File: config.mk
export PLATFORM = sky130hd
export DESIGN_NAME = op_acc
export DESIGN_NICKNAME = d
export VERILOG_FILES = /design/src/rtl/op_acc.sv
export SDC_FILE = /design/constraint.sdc
export NUM_CORES = 1
export LEC_CHECK = 0
export ABC_AREA = 1
export BUFFER_PORTS_ARGS = -buffer_cell sky130_fd_sc_hd__buf_4
export CAP_MARGIN = 0
export CORE_AREA = 10 10 97 116
export CTS_CLUSTER_SIZE = 8
export DETAILED_ROUTE_END_ITERATION = 16
export DIE_AREA = 0 0 107 126
export PLACE_DENSITY = 0.69
export SLEW_MARGIN = 20
export SYNTH_ARGS = -nofsm -noshare
export SYNTH_HDL_FRONTEND = slang
export SYNTH_SLANG_ARGS = --single-unit
File: constraint.sdc
create_clock -name clk -period 8.1 [get_ports clk]
set_clock_uncertainty 0.05 [all_clocks]
set_input_delay 1.62 -clock clk [delete_from_list [all_inputs] [get_ports clk]]
set_output_delay 1.62 -clock clk [all_outputs]
set_load 0.005 [all_outputs]
File: src/rtl/op_acc.sv
// ---------------------------------------------------------------------------
// op_acc
//   Streaming frame accumulator placed after the op_add adder stage. Sums LEN
//   accepted samples into an ACC_W-bit accumulator (signed or unsigned,
//   saturating or wrapping). Each completed frame is presented on a registered
//   valid/ready output together with sticky overflow/underflow flags that
//   cover every sample of the frame.
//
// Ports
//   clk        clock, rising edge
//   rst_n      asynchronous active-low reset
//   in_valid   upstream sample present
//   in_ready   block can accept a sample (high while accumulating)
//   in_data    N-bit sample (adder result)
//   in_ov      upstream positive-overflow flag for this sample
//   in_uv      upstream underflow flag for this sample
//   out_valid  completed frame available
//   out_ready  downstream accepts the frame
//   out_data   ACC_W-bit frame sum
//   out_ov     sticky positive overflow for the frame
//   out_uv     sticky underflow for the frame
// ---------------------------------------------------------------------------
module op_acc #(
  parameter int N        = 16,
  parameter int ACC_W    = 24,
  parameter int LEN      = 8,
  parameter int SIGNED   = 1,
  parameter int SATURATE = 1
) (
  input  logic             clk,
  input  logic             rst_n,
  input  logic             in_valid,
  output logic             in_ready,
  input  logic [N-1:0]     in_data,
  input  logic             in_ov,
  input  logic             in_uv,
  output logic             out_valid,
  input  logic             out_ready,
  output logic [ACC_W-1:0] out_data,
  output logic             out_ov,
  output logic             out_uv
);

  localparam int CNT_W = $clog2(LEN + 1);

  localparam logic [ACC_W-1:0] ACC_MAX = (SIGNED != 0) ?
                                         {1'b0, {(ACC_W-1){1'b1}}} :
                                         {ACC_W{1'b1}};
  localparam logic [ACC_W-1:0] ACC_MIN = {1'b1, {(ACC_W-1){1'b0}}};
  localparam logic [CNT_W-1:0] LAST_CNT = CNT_W'(LEN - 1);

  typedef enum logic {
    ACCUM,
    HOLD
  } state_t;

  state_t           state;
  logic [ACC_W-1:0] acc;
  logic [CNT_W-1:0] cnt;
  logic             ov_stk;
  logic             uv_stk;

  logic [ACC_W:0]   smp_ext;
  logic [ACC_W:0]   acc_ext;
  logic [ACC_W:0]   sum;
  logic             pos_ovf;
  logic             neg_ovf;
  logic [ACC_W-1:0] acc_next;
  logic             ov_next;
  logic             uv_next;
  logic             accept;
  logic             last;

  assign in_ready = (state == ACCUM);
  assign accept   = in_valid && in_ready;
  assign last     = (cnt == LAST_CNT);

  // The sum is formed one bit wider than the accumulator so that leaving the
  // representable range is visible in the extra top bit.
  always_comb begin
    smp_ext  = '0;
    acc_ext  = '0;
    sum      = '0;
    pos_ovf  = 1'b0;
    neg_ovf  = 1'b0;
    acc_next = '0;

    if (SIGNED != 0) begin
      smp_ext = {{(ACC_W+1-N){in_data[N-1]}}, in_data};
      acc_ext = {acc[ACC_W-1], acc};
    end else begin
      smp_ext = {{(ACC_W+1-N){1'b0}}, in_data};
      acc_ext = {1'b0, acc};
    end

    sum = acc_ext + smp_ext;

    // Signed: top two bits disagree on overflow, the guard bit gives the
    // direction. Unsigned: a carry into the guard bit is the only failure.
    if (SIGNED != 0) begin
      pos_ovf = (sum[ACC_W] != sum[ACC_W-1]) && !sum[ACC_W];
      neg_ovf = (sum[ACC_W] != sum[ACC_W-1]) &&  sum[ACC_W];
    end else begin
      pos_ovf = sum[ACC_W];
      neg_ovf = 1'b0;
    end

    if ((SATURATE != 0) && pos_ovf) begin
      acc_next = ACC_MAX;
    end else if ((SATURATE != 0) && neg_ovf) begin
      acc_next = ACC_MIN;
    end else begin
      acc_next = sum[ACC_W-1:0];
    end
  end

  assign ov_next = ov_stk | in_ov | pos_ovf;
  assign uv_next = uv_stk | in_uv | neg_ovf;

  // Frame state machine. The completing accept moves the next-state values
  // straight into the output registers and clears the running frame, so the
  // accumulator is already zeroed when the block returns to ACCUM.
  always_ff @(posedge clk or negedge rst_n) begin
    if (!rst_n) begin
      state     <= ACCUM;
      acc       <= '0;
      cnt       <= '0;
      ov_stk    <= 1'b0;
      uv_stk    <= 1'b0;
      out_valid <= 1'b0;
      out_data  <= '0;
      out_ov    <= 1'b0;
      out_uv    <= 1'b0;
    end else begin
      case (state)
        ACCUM: begin
          if (accept) begin
            if (last) begin
              out_data  <= acc_next;
              out_ov    <= ov_next;
              out_uv    <= uv_next;
              out_valid <= 1'b1;
              state     <= HOLD;
              acc       <= '0;
              cnt       <= '0;
              ov_stk    <= 1'b0;
              uv_stk    <= 1'b0;
            end else begin
              acc    <= acc_next;
              cnt    <= cnt + 1'b1;
              ov_stk <= ov_next;
              uv_stk <= uv_next;
            end
          end
        end
        HOLD: begin
          if (out_ready) begin
            out_valid <= 1'b0;
            state     <= ACCUM;
          end
        end
        default: begin
          state <= ACCUM;
        end
      endcase
    end
  end

endmodule

==> impl_results.md <==
* #FFs+latches synth at 58
* Worst setup SP type: primary input
* Worst reg-to-reg setup slack at 4.05 ns
* Crit Path Max Fanout at 23
* Reg clk slew, reported paths at 0.06 ns
* Clock Path Buffers at 2
* Initial antenna violation count at 0
* Cts repair resizes at 0
* LEAKAGE at 2.93 nW
* Area contributors post-synth: dfrtp_1 33%, nand2_1 26%, ha_1 7.7%
* Hold Crit Class: flop to flop
* Gpl congestion at 0.948
* Worst Path Required at 8.28 ns
* Post-synth top area share at 33.0%
* Yosys cell types at 32
* Sw Share at 52.8%
* First-pass GRT wire length at 19,500 um
* Net Count, Synth at 709
* Area grow syn2layout at 14.5%
* Vias in the first global route at 3,986
* CP startpoint: in_data[10]
* Top-count cell post-synth: nand2_1
* R2R Path Start: acc[8]
* Cell repeated most along the worst path: nand2_1
* Core Region at 8940 um2
* Port bufs at 49
* Hold buffer count at CTS at 0
* Cells after Synth at 659
* Outcome: finished clean
* Clock Sinks at 58
* TritonCTS clock tree: built
* Placement Cell Area at 4830 um2
* Tot GR Track Use at 17.8%
* H-tree levels at 3
* Rows at 38
* Least-Margin Pin Slew at 0.972 ns
* Primary FF master, synth: dfrtp_1
* Setup violators final at 0
* Internal power at 0.00120 W
* Setup tns final at 0 ns
* Critical Path Sink: acc[22]
* Post-synth ARST share at 100%
* Crit-path max cell delay at 0.65 ns
* CP Capture Type: flop
* Worst hold margin at 0.430 ns
* Die Ht at 126 um
* Final wirelength at 11,800 um
* Remaining global-route overflow at 0
* Pins Over Slew Limit at 0
* DRT Pass-1 Iters at 4
* Root buffer selected by CTS: clkbuf_8
* Die ar. at 13,500 um2
* Share of layout cells above drive strength 1 at 15.6%
* Setup WS post-layout at 3.11 ns
* Hpwl dp at 9440 um
* Routed via count at 4,076
* CTS buffer count at 9
* Critical path, cell by cell: buf_4, ha_1, nand2_1, inv_1, a21oi_1, nand2_1, nand2_1, nand3_1, nand2_1, inv_1, o21ai_0, nand2_1, ha_1, clkinv_1, nand3_4, nand2_1, nand2_1, nand2_1
* Clk pwr share at 10.8%
* Post-CTS Setup Repair Bufs at 0
* Initial core utilization at 49.2%
* Leading cell types by count after synthesis: 309 x nand2_1, 81 x inv_1, 58 x dfrtp_1
* Post-synth EDFFs at 0
* Crit-path slowest cell: ha_1
* Largest net degree at the start of global routing at 59
* Clock period minus worst slack at 4.99 ns
* RSZ-0062 raised after global routing: no
* Period utilisation layout at 61.7%
* Area leader, netlist: dfrtp_1
* Wire per inst at 14.2 um
* Via/cell ratio at 4.91
* Fin. Hold Viols at 0
* Syn_area_per_cell at 6.67 um2
* Comb pwr share at 68.9%
* Fin area at 5030 um2
* Crit path arrival time at 5.17 ns
* Setup slack at placement at 2.81 ns
* Sw power at 0.00134 W
* Ports at 50
* Final nets at 756
* Maximum VDD drop at 0.000256 V
* Kind of critical path: primary input to flop
* # DRC at 0
* Fmax achieved at 0.200 GHz
* Antenna cells at 0
* First DRT Iteration DRCs at 225
* Sequential share of power at 20.4%
* Slew HR at 35.1%
* Die X-Extent at 107 um
* Max Cap Viol at 0
* Post-synthesis sequential area ratio at 33.0%
* Synth warn at 0
* P per Cell Area at 505 nW/um2
* Worst-skew pair later-pin latency at 0.35 ns
* Mapped cell area at 4400 um2
* R2r endpoint: acc[22]
* Post-route ant nets at 0
* R2r worst-path depth at 17
-- area by class of cell --
type                    instances  area [um2]
flip-flops and latches         58        1450
multi-input cells             500        2530
clock buffers                  13         169
inverters                      87         327
repair buffers                 50         375
fillers                       913        3900
clock inverters                 2        35.0
well taps                     120         150
-- layer usage --
| layer | up-vias | track usage, % | share of wire [%] |
|---|---|---|---|
| met4 | 0 | 5.75 | 2.2 |
| met2 | 95 | 29.0 | 47 |
| met5 | - | 0 | 0 |
| li1 | 2120 | - | - |
| met1 | 1843 | 22.9 | 45 |
| met3 | 18 | 3.67 | 5.6 |
-- stage by stage --
stage	total power (W)	instances	util, %
6_report	0.00254	830	56.3
4_1_cts	0.00255	830	56.3
2_1_floorplan	0.00185	659	-
3_5_place_dp	0.00226	815	54.0
5_1_grt	0.00280	830	56.3
3_3_place_gp	0.00224	815	54.0
-- power groups by stage --
| stage | Clock [W] | Sequential (W) | Combinational [W] |
|---|---|---|---|
| 6_report | 0.000274 | 0.000517 | 0.00175 |
| 3_3_place_gp | 0 | 0.000516 | 0.00172 |
| 3_5_place_dp | 0 | 0.000517 | 0.00174 |
| 5_1_grt | 0.000293 | 0.000531 | 0.00198 |
| 2_1_floorplan | 0 | 0.000493 | 0.00136 |
| 4_1_cts | 0.000280 | 0.000516 | 0.00175 |
-- sequential cells by signal, indices dropped and copies added (netlist names) --
name,flops
out_uv,1
out_data,24
cnt,4
state,1
ov_stk,1
out_ov,1
uv_stk,1
acc,24
out_valid,1
-- logic make-up (layout without fill, tap and decap cells) --
logic type                 Yosys count  after routing  synth area share [%]
AOI/OAI and AO/OA                   41             41                  4.86
xor gates and xnor gates             3              3                 0.598
adders and majority gates           28             28                  8.14
buffers and inverters              101            152                  9.53
DFF                                 58             58                  33.0
and+or+nand+nor                    428            428                  43.9
-- worst min path at each step --
stage / from / to / slack, ns / cells past startpoint
4_1_cts: out_data[17] / out_data[17] / 0.44 / 2
3_3_place_gp: out_data[13] / out_data[13] / 0.42 / 2
2_1_floorplan: acc[0] / acc[0] / 0.40 / 2
3_5_place_dp: out_data[4] / out_data[4] / 0.42 / 2
5_1_grt: out_data[16] / out_data[16] / 0.46 / 2
6_report: out_data[17] / out_data[17] / 0.43 / 2
-- worst max-delay path: cells and delay by family --
family | cells | cell delay, ns
adder cells (fa/ha/maj) | 2 | 0.99
AO/OA/AOI/OAI | 2 | 0.40
AND/OR/NAND/NOR | 10 | 1.51
buffers and inverters | 4 | 0.66
-- cells in the final DEF (no fill, tap or decap), types with 2 or more instances in the layout --
| master | count |
|---|---|
| nor2_1 | 28 |
| nor2_4 | 2 |
| nand2_4 | 21 |
| and2_1 | 2 |
| nand3_1 | 32 |
| dfrtp_1 | 58 |
| a21oi_1 | 23 |
| ha_1 | 27 |
| inv_2 | 5 |
| inv_1 | 81 |
| nand2_2 | 11 |
| o21ai_0 | 15 |
| nand4_1 | 6 |
| buf_4 | 50 |
| clkbuf_8 | 12 |
| nor2_2 | 4 |
| nor3_1 | 5 |
| xor2_1 | 2 |
| nand2_1 | 309 |
| nand3b_1 | 4 |
Note: power is estimated with default switching activity, not from simulation.
